## src/rtl/hdmi_tx_timing_if.sv

```systemverilog
`default_nettype none
// ============================================================================
// hdmi_tx_timing_if : ADV FIFO side inputs and transmitter side outputs
// Rev 1.0
// ============================================================================
interface hdmi_tx_timing_if;
  logic        en;
  logic [23:0] fifo_q;
  logic        rdempty_adv;
  logic        HDMI_TX_DE;
  logic [9:0]  h_cnt;
  logic [9:0]  v_cnt;
  logic        frame_start;
  logic        line_start;
  logic        vid_de;
  logic        vid_hs;
  logic        vid_vs;
  logic [23:0] vid_d;
  logic        running;
  logic [15:0] underflow_cnt;

  modport master (
    output en, fifo_q, rdempty_adv,
    input  HDMI_TX_DE, h_cnt, v_cnt, frame_start, line_start,
           vid_de, vid_hs, vid_vs, vid_d, running, underflow_cnt
  );

  modport slave (
    input  en, fifo_q, rdempty_adv,
    output HDMI_TX_DE, h_cnt, v_cnt, frame_start, line_start,
           vid_de, vid_hs, vid_vs, vid_d, running, underflow_cnt
  );
endinterface
`default_nettype wire

```

## src/rtl/hdmi_tx_timing.sv

```systemverilog
`default_nettype none
// ============================================================================
// hdmi_tx_timing : pixel-clock video timing generator and ADV output stage
// Rev 1.0
// ============================================================================
module hdmi_tx_timing #(
  parameter int unsigned H_ACTIVE = 640,
  parameter int unsigned H_FP     = 16,
  parameter int unsigned H_SYNC   = 96,
  parameter int unsigned H_BP     = 48,
  parameter int unsigned V_ACTIVE = 480,
  parameter int unsigned V_FP     = 10,
  parameter int unsigned V_SYNC   = 2,
  parameter int unsigned V_BP     = 33,
  parameter logic        SYNC_POL = 1'b0,
  parameter logic [23:0] UF_COLOR = 24'hFF00FF
) (
  input  logic            clk,
  input  logic            reset,
  hdmi_tx_timing_if.slave tx
);
  localparam logic [9:0] c_h_active = 10'(H_ACTIVE);
  localparam logic [9:0] c_hs_start = 10'(H_ACTIVE + H_FP);
  localparam logic [9:0] c_hs_end   = 10'(H_ACTIVE + H_FP + H_SYNC);
  localparam logic [9:0] c_h_last   = 10'(H_ACTIVE + H_FP + H_SYNC + H_BP - 1);
  localparam logic [9:0] c_v_active = 10'(V_ACTIVE);
  localparam logic [9:0] c_vs_start = 10'(V_ACTIVE + V_FP);
  localparam logic [9:0] c_vs_end   = 10'(V_ACTIVE + V_FP + V_SYNC);
  localparam logic [9:0] c_v_last   = 10'(V_ACTIVE + V_FP + V_SYNC + V_BP - 1);

  typedef enum logic [1:0] {
    ST_IDLE  = 2'd0,
    ST_RUN   = 2'd1,
    ST_DRAIN = 2'd2
  } state_t;

  state_t      r_state;
  state_t      w_state_nxt;
  logic [9:0]  r_h_cnt;
  logic [9:0]  r_v_cnt;
  logic        w_running;
  logic        w_h_end;
  logic        w_v_end;
  logic        w_frame_end;
  logic        w_de0;
  logic        w_hs0;
  logic        w_vs0;
  logic        r_vid_de;
  logic        r_vid_hs;
  logic        r_vid_vs;
  logic        r_uf_d;
  logic [15:0] r_uf_cnt;

  assign w_running   = (r_state != ST_IDLE);
  assign w_h_end     = (r_h_cnt == c_h_last);
  assign w_v_end     = (r_v_cnt == c_v_last);
  assign w_frame_end = w_h_end & w_v_end;

  always_ff @(posedge clk) begin
    if (reset) r_state <= ST_IDLE;
    else       r_state <= w_state_nxt;
  end

  // DRAIN finishes the current frame; re-enabling resumes without touching counters
  always_comb begin
    w_state_nxt = r_state;
    case (r_state)
      ST_IDLE:  if (tx.en) w_state_nxt = ST_RUN;
      ST_RUN:   if (!tx.en) w_state_nxt = ST_DRAIN;
      ST_DRAIN: begin
        if (tx.en)            w_state_nxt = ST_RUN;
        else if (w_frame_end) w_state_nxt = ST_IDLE;
      end
      default:  w_state_nxt = ST_IDLE;
    endcase
  end

  always_ff @(posedge clk) begin
    if (reset) begin
      r_h_cnt <= '0;
      r_v_cnt <= '0;
    end else if (w_running) begin
      if (w_h_end) begin
        r_h_cnt <= '0;
        r_v_cnt <= w_v_end ? 10'd0 : r_v_cnt + 10'd1;
      end else begin
        r_h_cnt <= r_h_cnt + 10'd1;
      end
    end
  end

  assign w_de0 = w_running & (r_h_cnt < c_h_active) & (r_v_cnt < c_v_active);
  assign w_hs0 = w_running & (r_h_cnt >= c_hs_start) & (r_h_cnt < c_hs_end);
  assign w_vs0 = w_running & (r_v_cnt >= c_vs_start) & (r_v_cnt < c_vs_end);

  // Stage 1 lines up with the one-clock FIFO read latency
  always_ff @(posedge clk) begin
    if (reset) begin
      r_vid_de <= 1'b0;
      r_vid_hs <= ~SYNC_POL;
      r_vid_vs <= ~SYNC_POL;
      r_uf_d   <= 1'b0;
    end else begin
      r_vid_de <= w_de0;
      r_vid_hs <= w_hs0 ? SYNC_POL : ~SYNC_POL;
      r_vid_vs <= w_vs0 ? SYNC_POL : ~SYNC_POL;
      r_uf_d   <= w_de0 & tx.rdempty_adv;
    end
  end

  always_ff @(posedge clk) begin
    if (reset)
      r_uf_cnt <= '0;
    else if (w_de0 && tx.rdempty_adv && (r_uf_cnt != 16'hFFFF))
      r_uf_cnt <= r_uf_cnt + 16'd1;
  end

  assign tx.HDMI_TX_DE    = w_de0;
  assign tx.h_cnt         = r_h_cnt;
  assign tx.v_cnt         = r_v_cnt;
  assign tx.frame_start   = w_running & (r_h_cnt == 10'd0) & (r_v_cnt == 10'd0);
  assign tx.line_start    = w_running & (r_h_cnt == 10'd0);
  assign tx.vid_de        = r_vid_de;
  assign tx.vid_hs        = r_vid_hs;
  assign tx.vid_vs        = r_vid_vs;
  assign tx.vid_d         = !r_vid_de ? 24'h000000 : (r_uf_d ? UF_COLOR : tx.fifo_q);
  assign tx.running       = w_running;
  assign tx.underflow_cnt = r_uf_cnt;
endmodule
`default_nettype wire
```

## src/flat_wrapper.sv

```systemverilog
// flat-port wrapper written by rule: the top's interface ports become plain ports
module hdmi_tx_timing_flat 
#(
  parameter int unsigned H_ACTIVE = 640,
  parameter int unsigned H_FP     = 16,
  parameter int unsigned H_SYNC   = 96,
  parameter int unsigned H_BP     = 48,
  parameter int unsigned V_ACTIVE = 480,
  parameter int unsigned V_FP     = 10,
  parameter int unsigned V_SYNC   = 2,
  parameter int unsigned V_BP     = 33,
  parameter logic        SYNC_POL = 1'b0,
  parameter logic [23:0] UF_COLOR = 24'hFF00FF
)
  (clk, reset, tx_en, tx_fifo_q, tx_rdempty_adv, tx_HDMI_TX_DE, tx_h_cnt, tx_v_cnt, tx_frame_start, tx_line_start, tx_vid_de, tx_vid_hs, tx_vid_vs, tx_vid_d, tx_running, tx_underflow_cnt);
  hdmi_tx_timing_if tx_i ();
  input  logic clk;
  input  logic reset;
  input wire logic [$bits(tx_i.en)-1:0] tx_en;
  input wire logic [$bits(tx_i.fifo_q)-1:0] tx_fifo_q;
  input wire logic [$bits(tx_i.rdempty_adv)-1:0] tx_rdempty_adv;
  output wire logic [$bits(tx_i.HDMI_TX_DE)-1:0] tx_HDMI_TX_DE;
  output wire logic [$bits(tx_i.h_cnt)-1:0] tx_h_cnt;
  output wire logic [$bits(tx_i.v_cnt)-1:0] tx_v_cnt;
  output wire logic [$bits(tx_i.frame_start)-1:0] tx_frame_start;
  output wire logic [$bits(tx_i.line_start)-1:0] tx_line_start;
  output wire logic [$bits(tx_i.vid_de)-1:0] tx_vid_de;
  output wire logic [$bits(tx_i.vid_hs)-1:0] tx_vid_hs;
  output wire logic [$bits(tx_i.vid_vs)-1:0] tx_vid_vs;
  output wire logic [$bits(tx_i.vid_d)-1:0] tx_vid_d;
  output wire logic [$bits(tx_i.running)-1:0] tx_running;
  output wire logic [$bits(tx_i.underflow_cnt)-1:0] tx_underflow_cnt;
  assign tx_i.en = tx_en;
  assign tx_i.fifo_q = tx_fifo_q;
  assign tx_i.rdempty_adv = tx_rdempty_adv;
  assign tx_HDMI_TX_DE = tx_i.HDMI_TX_DE;
  assign tx_h_cnt = tx_i.h_cnt;
  assign tx_v_cnt = tx_i.v_cnt;
  assign tx_frame_start = tx_i.frame_start;
  assign tx_line_start = tx_i.line_start;
  assign tx_vid_de = tx_i.vid_de;
  assign tx_vid_hs = tx_i.vid_hs;
  assign tx_vid_vs = tx_i.vid_vs;
  assign tx_vid_d = tx_i.vid_d;
  assign tx_running = tx_i.running;
  assign tx_underflow_cnt = tx_i.underflow_cnt;
  hdmi_tx_timing #(.H_ACTIVE(H_ACTIVE), .H_FP(H_FP), .H_SYNC(H_SYNC), .H_BP(H_BP), .V_ACTIVE(V_ACTIVE), .V_FP(V_FP), .V_SYNC(V_SYNC), .V_BP(V_BP), .SYNC_POL(SYNC_POL), .UF_COLOR(UF_COLOR)) u_core (.clk(clk), .reset(reset), .tx(tx_i));
endmodule
```

## config.mk

```make
export PLATFORM = sky130hd
export DESIGN_NAME = hdmi_tx_timing_flat
export DESIGN_NICKNAME = d
export VERILOG_FILES = /design/src/rtl/hdmi_tx_timing_if.sv /design/src/rtl/hdmi_tx_timing.sv /design/src/flat_wrapper.sv
export SDC_FILE = /design/constraint.sdc
export NUM_CORES = 1
export LEC_CHECK = 0
export BUFFER_PORTS_ARGS = -buffer_cell sky130_fd_sc_hd__buf_2
export CELL_PAD_IN_SITES_DETAIL_PLACEMENT = 1
export CELL_PAD_IN_SITES_GLOBAL_PLACEMENT = 1
export CORE_ASPECT_RATIO = 1.1
export CORE_UTILIZATION = 34
export DETAILED_ROUTE_END_ITERATION = 12
export PLACE_DENSITY = 0.79
export SLEW_MARGIN = 20
export SYNTH_ARGS = -nofsm -noshare
export SYNTH_HDL_FRONTEND = slang
export SYNTH_SLANG_ARGS = --single-unit
```

## constraint.sdc

```tcl
create_clock -name clk -period 2.4 [get_ports clk]
set_input_delay 0.24 -clock clk [delete_from_list [all_inputs] [get_ports clk]]
set_output_delay 0.24 -clock clk [all_outputs]
set_load 0.05 [all_outputs]
```

==> metrics.txt, run 1 <==
detailed placement HPWL around 5.2 mm; Highest Clock Rate 0.4465 GHz; Finish-stage setup viols 0; via count ~2500; standard cell core area approximately 6600 um^2; DRC violation count after routing 0; starting density of the core 0.3547; Met1 Routed Length roughly 2.9 mm; via count of the first global-routing pass 2407; Crit. End Element output pin; data required time at the worst endpoint between 2000 and 2500 ps; share of Yosys cell area claimed by the top area cell type 0.3574; post-CTS setup buffer count 0; cell taking the most area after synthesis sky130_fd_sc_hd__dfxtp_1; number of optimization iterations in the first detailed-route pass 4; number of pins exceeding their max-slew limit in the final report 0; Async SR Flop Fraction 0; final hold violation count 0; number of standard cells in the layout, taps in and fillers out 458; Worst Clk Skew ~9.4 ps; first-pass GRT wire length 11.30 mm; post-synthesis sequential area ratio 0.3574; grt ovf 0; weighted congestion at the end of routability-driven global placement about 0.88; Critical Path Source Type flip-flop; total negative slack for setup checks 0 ps; Post-CTS Resized 0; cell area after synthesis approximately 2400 um^2; die outline width 81.31 um; IO buf count 94; most common cell after layout, fill and taps aside sky130_fd_sc_hd__buf_2; post-DR wirelength/cell approximately 15 um; all-layer global routing usage 0.2004; Antenna diodes 0; number of buffers added by the clock tree synthesis step 5; Worst R2R Setup Slack 280 ps; pin count of the biggest net entering global routing 33; area of the die between 7000 and 8000 um^2; number of standard cells after synthesis 284; leakage power summed over all cells 1.315 nW; master cell of the clock root buffer sky130_fd_sc_hd__clkbuf_8; Avg Vias per Cell 5.500; hold buffer count at cts 0; most used flip-flop cell after synthesis sky130_fd_sc_hd__dfxtp_1; outcome complete, no violations; num rows 31; Syn Nets 317; worst vdd ir 0.2699 mV; Worst Setup Path Type flip-flop to output pin; count of nets after finishing around 410; most used cells in the layout excluding fill and tap cells sky130_fd_sc_hd__buf_2 (94), sky130_fd_sc_hd__dfxtp_1 (42), sky130_fd_sc_hd__nor2_1 (23), sky130_fd_sc_hd__a21oi_1 (18), sky130_fd_sc_hd__o21a_1 (17); arrival time worst endpoint ~2000 ps; fraction of layout instances using a drive strength above 1 0.3271; CTS tree yes; clk slew on worst S/H paths around 80 ps; cell types with the largest area share after synthesis sky130_fd_sc_hd__dfxtp_1 (36%), sky130_fd_sc_hd__o21a_1 (5.4%), sky130_fd_sc_hd__a21oi_1 (3.8%); Final ANT Viol Nets 0; FILL cells roughly 860; area of combinational cells with multiple inputs 1435 um^2; number of enable-type register cells in the synthesized netlist 0; power density cells 461.4 nW/um^2; Netlist cell types 39; Met3 Routed Length roughly 470 um; total wirelength of the detailed-routed design slightly above 7 mm; number of warnings reported in the yosys synthesis log 0; Least-Margin Pin Slew 604.7 ps; number of maximum-capacitance constraint violations 0; max-slew headroom at the worst pin 0.5969; total placed cells including tap cells between 400 and 500; antenna violations before repair 0; area growth from synthesis to layout 27.82%; number of design-rule violations left by the first detailed-router iteration 126; Worst-Skew Late Latency roughly 300 ps; routed length on met2 ~3.7 mm; register area between 800 and 900 um^2; die extent in y 89.24 um; CTS Buffer Depth 2; clock period minus worst slack about 2200 ps; Max H-tree Level 2; clock sink count 42; largest fanout of any net on the critical path 7; setup repair after global routing missed its margin no; class of the tightest hold or removal check input port to flip-flop; highest signal layer in the routed design met4; period utilization 0.9332; Post-Syn Area per Cell 8.283 um^2; number of register bits inferred by synthesis 42; number of top-level design ports 95
-- power breakdown --
group	internal (mW)	leakage (nW)	switching (mW)
sequential	0.704	0.339	0.0110
combinational	0.0669	0.932	0.160
clock	0.196	0.0438	0.250
total	0.966	1.31	0.421
-- worst max-delay path, cell delays in order (launching register included) --
cell and delay [ps]:
sky130_fd_sc_hd__dfxtp_1 390, sky130_fd_sc_hd__nor3_2 330, sky130_fd_sc_hd__nand2_1 140, sky130_fd_sc_hd__nor4bb_4 330, sky130_fd_sc_hd__and4_4 260, sky130_fd_sc_hd__buf_2 260
-- area by class of cell --
class / instances / share of cell area
multi-input combinational: 219 / 0.4773
clock buffer: 5 / 0.02289
timing repair buffer: 101 / 0.1739
sequential: 42 / 0.2797
clock inverter: 2 / 0.003329
inverter: 7 / 0.008739
tap: 82 / 0.03412
-- through the flow --
stage                     setup WS (ps)  utilization  hold WS, ps  cell area, um^2  total power [mW]
after floorplan                   38.78            -        318.5             2375            0.8925
after CTS                         109.1       0.4533        131.8             3007             1.407
after detailed placement          304.7       0.4414        450.4             2928            0.9598
after global routing              1.886       0.4533        156.8             3007             1.445
final                             160.2       0.4533        152.7             3007             1.387
after global placement            363.0       0.4414        442.6             2928            0.9553
-- layer usage --
| layer | track usage | vias to the layer above |
|---|---|---|
| met2 | 0.3818 | 80 |
| met1 | 0.2219 | 1202 |
| li1 | - | 1229 |
| met5 | 0 | - |
| met4 | 0.06169 | 0 |
| met3 | 0.03673 | 8 |
-- cells by family after synthesis --
logic type               synth area share
flip-flops                         0.3574
XOR/XNOR                          0.03723
multiplexers                      0.03351
adder cells (fa/ha/maj)           0.02660
AO/OA/AOI/OAI                      0.1692
buffers and inverters             0.04202
AND/OR/NAND/NOR                    0.3340
-- Yosys cell counts (7+ instances only) --
cell and instances:
sky130_fd_sc_hd__or4_1 9, sky130_fd_sc_hd__o21ai_0 8, sky130_fd_sc_hd__nand3_1 16, sky130_fd_sc_hd__nor2_1 23, sky130_fd_sc_hd__nor4_1 10, sky130_fd_sc_hd__inv_1 7
sky130_fd_sc_hd__dfxtp_1 42, sky130_fd_sc_hd__nand4_1 10, sky130_fd_sc_hd__and2_1 11, sky130_fd_sc_hd__o31ai_1 7, sky130_fd_sc_hd__or3_1 7, sky130_fd_sc_hd__and4_1 9
sky130_fd_sc_hd__mux2_2 7, sky130_fd_sc_hd__nor2b_1 10, sky130_fd_sc_hd__clkbuf_1 11, sky130_fd_sc_hd__o21a_1 17, sky130_fd_sc_hd__a21oi_1 18, sky130_fd_sc_hd__nand2_1 16
-- final timing paths --
path | from | end | depth (start not counted)
worst min register to register | u_core.tx.underflow_cnt[14] | u_core.tx.underflow_cnt[14] | 2
worst max-delay path | u_core.tx.h_cnt[5] | tx_frame_start | 5
worst min-delay path | tx_en | u_core.r_state[1] | 2
worst max register to register | u_core.tx.v_cnt[5] | u_core.tx.underflow_cnt[9] | 4
-- sequential cells by signal, summed over array words and instances, names as in the netlist --
register,flops
u_core.tx.h_cnt,10
u_core.tx.vid_vs,1
u_core.r_uf_d,1
u_core.tx.underflow_cnt,16
u_core.tx.vid_de,1
u_core.tx.vid_hs,1
u_core.r_state,2
u_core.tx.v_cnt,10
(Power assumes the default switching activity.)
==> run 2: changes to the inputs <==
--- a/config.mk
+++ b/config.mk
@@ -12,6 +12,7 @@
 export CORE_UTILIZATION = 34
 export DETAILED_ROUTE_END_ITERATION = 12
 export PLACE_DENSITY = 0.79
+export REMOVE_ABC_BUFFERS = 1
 export SLEW_MARGIN = 20
 export SYNTH_ARGS = -nofsm -noshare
 export SYNTH_HDL_FRONTEND = slang
==> metrics.txt, run 2 (synthesized netlist as in run 1, its figures left out) <==
power density cells 466.7 nW/um^2 (was 461.4 nW/um^2); Worst Setup Slack post-DPL 328.7 ps (was 304.7 ps); leakage power summed over all cells 1.306 nW (was 1.315 nW); Max H-tree Level 2 (unchanged); total wirelength of the detailed-routed design 6.796 mm (was 7.086 mm); Worst-Skew Late Latency 300 ps (about the same); hold buffer count at cts 0 (unchanged); Finish-stage setup viols 0 (unchanged); fraction of layout instances using a drive strength above 1 0.3235 (was 0.3271); die extent in y 89.24 um (unchanged); master cell of the clock root buffer sky130_fd_sc_hd__clkbuf_8 (unchanged); max-slew headroom at the worst pin 0.6155 (was 0.5969); period utilization 0.9214 (was 0.9332); Crit. End Element output pin (unchanged); final hold violation count 0 (unchanged); clk slew on worst S/H paths 80 ps (about the same); arrival time worst endpoint 1970 ps (was 2000 ps); clock sink count 42 (unchanged); Highest Clock Rate 0.4522 GHz (was 0.4465 GHz); most used cells in the layout excluding fill and tap cells sky130_fd_sc_hd__buf_2 (94), sky130_fd_sc_hd__dfxtp_1 (40), sky130_fd_sc_hd__nor2_1 (23), sky130_fd_sc_hd__a21oi_1 (18), sky130_fd_sc_hd__o21a_1 (17) (was sky130_fd_sc_hd__buf_2 (94), sky130_fd_sc_hd__dfxtp_1 (42), sky130_fd_sc_hd__nor2_1 (23), sky130_fd_sc_hd__a21oi_1 (18), sky130_fd_sc_hd__o21a_1 (17)); DRC violation count after routing 0 (unchanged); CTS tree yes (unchanged); number of optimization iterations in the first detailed-route pass 4 (unchanged); flip-flop count of the largest register after layout 16 (unchanged); placed standard-cell area 2898 um^2 (was 2928 um^2); die outline width 81.31 um (unchanged); num rows 31 (unchanged); most common cell after layout, fill and taps aside sky130_fd_sc_hd__buf_2 (unchanged); area growth from synthesis to layout 27.29% (was 27.82%); Worst R2R Setup Slack 300 ps (was 280 ps); pin count of the biggest net entering global routing 33 (unchanged); number of maximum-capacitance constraint violations 0 (unchanged); final worst setup slack 188.5 ps (was 160.2 ps); via count of the first global-routing pass 2243 (was 2407); weighted congestion at the end of routability-driven global placement 0.7956 (was 0.8808); Final ANT Viol Nets 0 (unchanged); count of nets after finishing 408 (was 409); grt ovf 0 (unchanged); Least-Margin Pin Slew 576.7 ps (was 604.7 ps); IO buf count 94 (unchanged); via count 2477 (was 2519); all-layer global routing usage 0.1884 (was 0.2004); CTS Buffer Depth 2 (unchanged); class of the tightest hold or removal check input port to flip-flop (unchanged); post-DR wirelength/cell 14.90 um (was 15.47 um); Critical Path Source Type flip-flop (unchanged); worst vdd ir 0.3404 mV (was 0.2699 mV); final cell area excluding filler cells 2994 um^2 (was 3007 um^2); first-pass GRT wire length 10.63 mm (was 11.30 mm); starting density of the core 0.3547 (unchanged); Avg Vias per Cell 5.432 (was 5.500); Worst Setup Path Type flip-flop to output pin (unchanged); standard cell with the maximum stage delay on the critical path sky130_fd_sc_hd__dfxtp_2 (was sky130_fd_sc_hd__dfxtp_1); antenna violations before repair 0 (unchanged); detailed placement HPWL 5.041 mm (was 5.234 mm); setup repair after global routing missed its margin no (unchanged); outcome complete, no violations (unchanged); Worst Clk Skew 9.709 ps (was 9.403 ps); Antenna diodes 0 (unchanged); number of design-rule violations left by the first detailed-router iteration 109 (was 126); Crit path largest cell delay 400 ps (was 390 ps); clock period minus worst slack 2211 ps (was 2240 ps); number of pins exceeding their max-slew limit in the final report 0 (unchanged); number of buffers added by the clock tree synthesis step 5 (unchanged); worst hold margin 139.1 ps (was 152.7 ps); area of the die 7255 um^2 (unchanged); largest fanout of any net on the critical path 7 (unchanged); standard cell core area 6633 um^2 (unchanged); data required time at the worst endpoint 2160 ps (about the same); number of top-level design ports 95 (unchanged); CP cell instances nor2_1 -> inv_1 -> nand2_1 -> nor4bb_2 -> and4_1 -> buf_2 (was nor3_2 -> nand2_1 -> nor4bb_4 -> and4_4 -> buf_2)
## run 2: changes by cell type in the layout (fill, tap and decap cells not counted), sizes merged
cell,delta
buf,-1
clkbuf,+1
clkinv,-2
## run 2: worst paths after layout
check	end	start	cells after the start
max	tx_frame_start	u_core.r_state[0]	6
min	u_core.r_state[1]	tx_en	2
max reg2reg	u_core.tx.underflow_cnt[9]	u_core.tx.v_cnt[6]	4
min reg2reg	u_core.tx.underflow_cnt[4]	u_core.tx.underflow_cnt[4]	2
## run 2: layout make-up
type                            count  area [um^2]
Inverter                            7        26.28
Timing Repair Buffer              100        515.5
Fill cell                         840         3638
Tap cell                           82        102.6
Clock buffer                        6        82.58
Sequential cell                    42        843.3
Multi-Input combinational cell    219         1424
## run 2: power by group
| part | leakage (nW) | internal, mW | switching (mW) |
|---|---|---|---|
| registers | 0.340 | 0.704 | 0.0150 |
| clock network | 0.0431 | 0.222 | 0.242 |
| logic | 0.923 | 0.0608 | 0.153 |
| total | 1.31 | 0.987 | 0.410 |
## run 2: metal layers
metal  vias up  share of wire  global-route usage
li1       1228              -                   -
met1      1164           0.45              0.2312
met2        79           0.48              0.3341
met3         6          0.068             0.03673
met4         0         0.0093             0.04870
met5         -              0                   0
## run 2: what timing repair did
item,CTS,global route
setup buffers,0,0
gates resized for setup,0,4
endpoints found under the setup margin,0,1
## run 2: critical path, delay by kind of cell, from the launching register on
| kind | cells | cell delay (ps) |
|---|---|---|
| and+or+nand+nor | 4 | 830 |
| buffers and inverters | 2 | 440 |
| DFF | 1 | 400 |
## run 2: through the flow
stage	power, mW	util	setup TNS [ps]	instances
4_1_cts	1.416	0.4493	0	456
6_report	1.397	0.4514	0	456
3_5_place_dp	0.9484	0.4369	0	450
3_3_place_gp	0.9458	0.4369	0	450
2_1_floorplan	0.8759	-	-1623	268
5_1_grt	1.456	0.4514	0	456
==> run 3: changes to the inputs <==
--- a/config.mk
+++ b/config.mk
@@ -6,12 +6,12 @@
 export NUM_CORES = 1
 export LEC_CHECK = 0
 export BUFFER_PORTS_ARGS = -buffer_cell sky130_fd_sc_hd__buf_2
-export CELL_PAD_IN_SITES_DETAIL_PLACEMENT = 1
-export CELL_PAD_IN_SITES_GLOBAL_PLACEMENT = 1
+export CELL_PAD_IN_SITES_DETAIL_PLACEMENT = 2
+export CELL_PAD_IN_SITES_GLOBAL_PLACEMENT = 2
 export CORE_ASPECT_RATIO = 1.1
-export CORE_UTILIZATION = 34
+export CORE_UTILIZATION = 27
 export DETAILED_ROUTE_END_ITERATION = 12
-export PLACE_DENSITY = 0.79
+export PLACE_DENSITY = 0.81
 export REMOVE_ABC_BUFFERS = 1
 export SLEW_MARGIN = 20
 export SYNTH_ARGS = -nofsm -noshare
==> metrics.txt, run 3 (synthesized netlist as in run 1, its figures left out) <==
Worst-Skew Late Latency 300 ps (about the same); total wirelength of the detailed-routed design 7.882 mm (was 6.796 mm); clock period minus worst slack 2220 ps (was 2211 ps); number of design-rule violations left by the first detailed-router iteration 78 (was 109); post-DR wirelength/cell 16.18 um (was 14.90 um); fraction of layout instances using a drive strength above 1 0.3165 (was 0.3235); first-pass GRT wire length 13.01 mm (was 10.63 mm); via count of the first global-routing pass 2602 (was 2243); worst hold margin 136.3 ps (was 139.1 ps); period utilization 0.9249 (was 0.9214); final cell area excluding filler cells 3029 um^2 (was 2994 um^2); category of cells accounting for the largest share of critical-path delay simple AND/OR/NAND/NOR gates (unchanged); max-slew headroom at the worst pin 0.6063 (was 0.6155); number of pins exceeding their max-slew limit in the final report 0 (unchanged); placed standard-cell area 2942 um^2 (was 2898 um^2); clk slew on worst S/H paths 80 ps (about the same); clock share of power 0.323 (was 0.333); share of total power in combinational logic 0.163 (was 0.153); number of top-level design ports 95 (unchanged); Buffers & Inverters on Critical Path 2 (unchanged); number of maximum-capacitance constraint violations 0 (unchanged); Final ANT Viol Nets 0 (unchanged); leakage power summed over all cells 1.304 nW (was 1.306 nW); worst vdd ir 0.2072 mV (was 0.3404 mV); Seq pwr share 0.514 (was 0.515); cell-internal power 0.9697 mW (was 0.9871 mW); die outline width 91.00 um (was 81.31 um); weighted congestion at the end of routability-driven global placement 0.8005 (was 0.7956); grt ovf 0 (unchanged); IO buf count 94 (unchanged); outcome complete, no violations (unchanged); Crit. End Element output pin (unchanged); power density cells 459.3 nW/um^2 (was 466.7 nW/um^2); standard cell with the maximum stage delay on the critical path sky130_fd_sc_hd__dfxtp_1 (was sky130_fd_sc_hd__dfxtp_2); setup repair after global routing missed its margin no (unchanged); all-layer global routing usage 0.1766 (was 0.1884); arrival time worst endpoint 1980 ps (was 1970 ps); switching power as a share of total power 0.3030 (was 0.2935); data required time at the worst endpoint 2160 ps (about the same); starting density of the core 0.2798 (was 0.3547); Antenna diodes 0 (unchanged); largest fanout of any net on the critical path 7 (unchanged); Avg Vias per Cell 5.230 (was 5.432); clock sink count 42 (unchanged); number of buffers added by the clock tree synthesis step 5 (unchanged); standard cell core area 8408 um^2 (was 6633 um^2); flip-flop count of the largest register after layout 16 (unchanged); Worst Setup Path Type flip-flop to output pin (unchanged); area growth from synthesis to layout 28.78% (was 27.29%); Worst Clk Skew 9.351 ps (was 9.709 ps); hold buffer count at cts 0 (unchanged); class of the tightest hold or removal check input port to flip-flop (unchanged); detailed placement HPWL 6.012 mm (was 5.041 mm); pin count of the biggest net entering global routing 24 (was 33); CTS tree yes (unchanged); Critical Path Source Type flip-flop (unchanged); most common cell after layout, fill and taps aside sky130_fd_sc_hd__buf_2 (unchanged); CTS Buffer Depth 2 (unchanged); die extent in y 99.90 um (was 89.24 um); master cell of the clock root buffer sky130_fd_sc_hd__clkbuf_8 (unchanged); count of nets after finishing 409 (was 408); most used cells in the layout excluding fill and tap cells sky130_fd_sc_hd__buf_2 (94), sky130_fd_sc_hd__dfxtp_1 (42), sky130_fd_sc_hd__nor2_1 (23), sky130_fd_sc_hd__a21oi_1 (18), sky130_fd_sc_hd__o21a_1 (17) (was sky130_fd_sc_hd__buf_2 (94), sky130_fd_sc_hd__dfxtp_1 (40), sky130_fd_sc_hd__nor2_1 (23), sky130_fd_sc_hd__a21oi_1 (18), sky130_fd_sc_hd__o21a_1 (17)); final hold violation count 0 (unchanged); net load switching power 0.4216 mW (was 0.4102 mW); Highest Clock Rate 0.4505 GHz (was 0.4522 GHz); number of optimization iterations in the first detailed-route pass 4 (unchanged); Max H-tree Level 2 (unchanged); via count 2547 (was 2477); area of the die 9090 um^2 (was 7255 um^2); Least-Margin Pin Slew 590.5 ps (was 576.7 ps); Crit path largest cell delay 460 ps (was 400 ps); antenna violations before repair 0 (unchanged); CP cell instances nor2_1 -> inv_1 -> nand2_1 -> nor4bb_2 -> and4_1 -> buf_2 (unchanged); Finish-stage setup viols 0 (unchanged); num rows 35 (was 31); DRC violation count after routing 0 (unchanged)
-- run 3: cell type report --
class / count / area [um^2]
Inverter: 7 / 26.28
Tap cell: 111 / 138.9
Timing Repair Buffer: 101 / 523.0
Multi-Input combinational cell: 219 / 1424
Fill cell: 1005 / 5379
Clock buffer: 7 / 76.32
Sequential cell: 42 / 840.8
-- run 3: path summary, 6_finish.rpt --
| path | startpoint | end | slack (ps) | cells after the start |
|---|---|---|---|---|
| worst max-delay path | u_core.r_state[0] | tx_frame_start | 180 | 6 |
| worst min-delay path | tx_en | u_core.r_state[1] | 140 | 2 |
| worst max register to register | u_core.tx.v_cnt[6] | u_core.tx.underflow_cnt[11] | 240 | 4 |
| worst min register to register | u_core.tx.underflow_cnt[14] | u_core.tx.underflow_cnt[14] | 510 | 2 |
-- run 3: power groups by stage --
| stage | combinational, mW | sequential [mW] | clock, mW |
|---|---|---|---|
| floorplan | 0.126 | 0.750 | 0 |
| global placement | 0.223 | 0.731 | 0 |
| detailed placement | 0.228 | 0.731 | 0 |
| CTS | 0.229 | 0.715 | 0.467 |
| global route | 0.242 | 0.717 | 0.486 |
| finish | 0.227 | 0.715 | 0.449 |
-- run 3: per-layer routing --
metal / share of wire / track usage / up-vias
li1: - / - / 1228
met1: 0.42 / 0.1978 / 1232
met2: 0.51 / 0.3310 / 80
met3: 0.056 / 0.04318 / 7
met4: 0.013 / 0.05128 / 0
met5: 0 / 0 / -
-- run 3: through the flow --
step	instances	setup slack, ps	utilization	total power [mW]	TNS (ps)
2_1_floorplan	268	-1177	-	0.8759	-1623
3_3_place_gp	480	365.8	0.3499	0.9539	0
3_5_place_dp	480	284.5	0.3499	0.9598	0
4_1_cts	487	87.53	0.3595	1.412	0
5_1_grt	487	40.21	0.3603	1.445	0
6_report	487	180.3	0.3603	1.391	0
-- run 3: what timing repair did --
| action | CTS | global route |
|---|---|---|
| endpoints found under the setup margin | 1 | 1 |
| setup buffers | 0 | 0 |
| gates resized for setup | 1 | 1 |
-- run 3: worst reg2reg max path, stage by stage (launching register included) --
cell	delay (ps)
sky130_fd_sc_hd__dfxtp_1	380
sky130_fd_sc_hd__and4_4	220
sky130_fd_sc_hd__or4_4	660
sky130_fd_sc_hd__nor4_1	410
sky130_fd_sc_hd__mux2_2	380
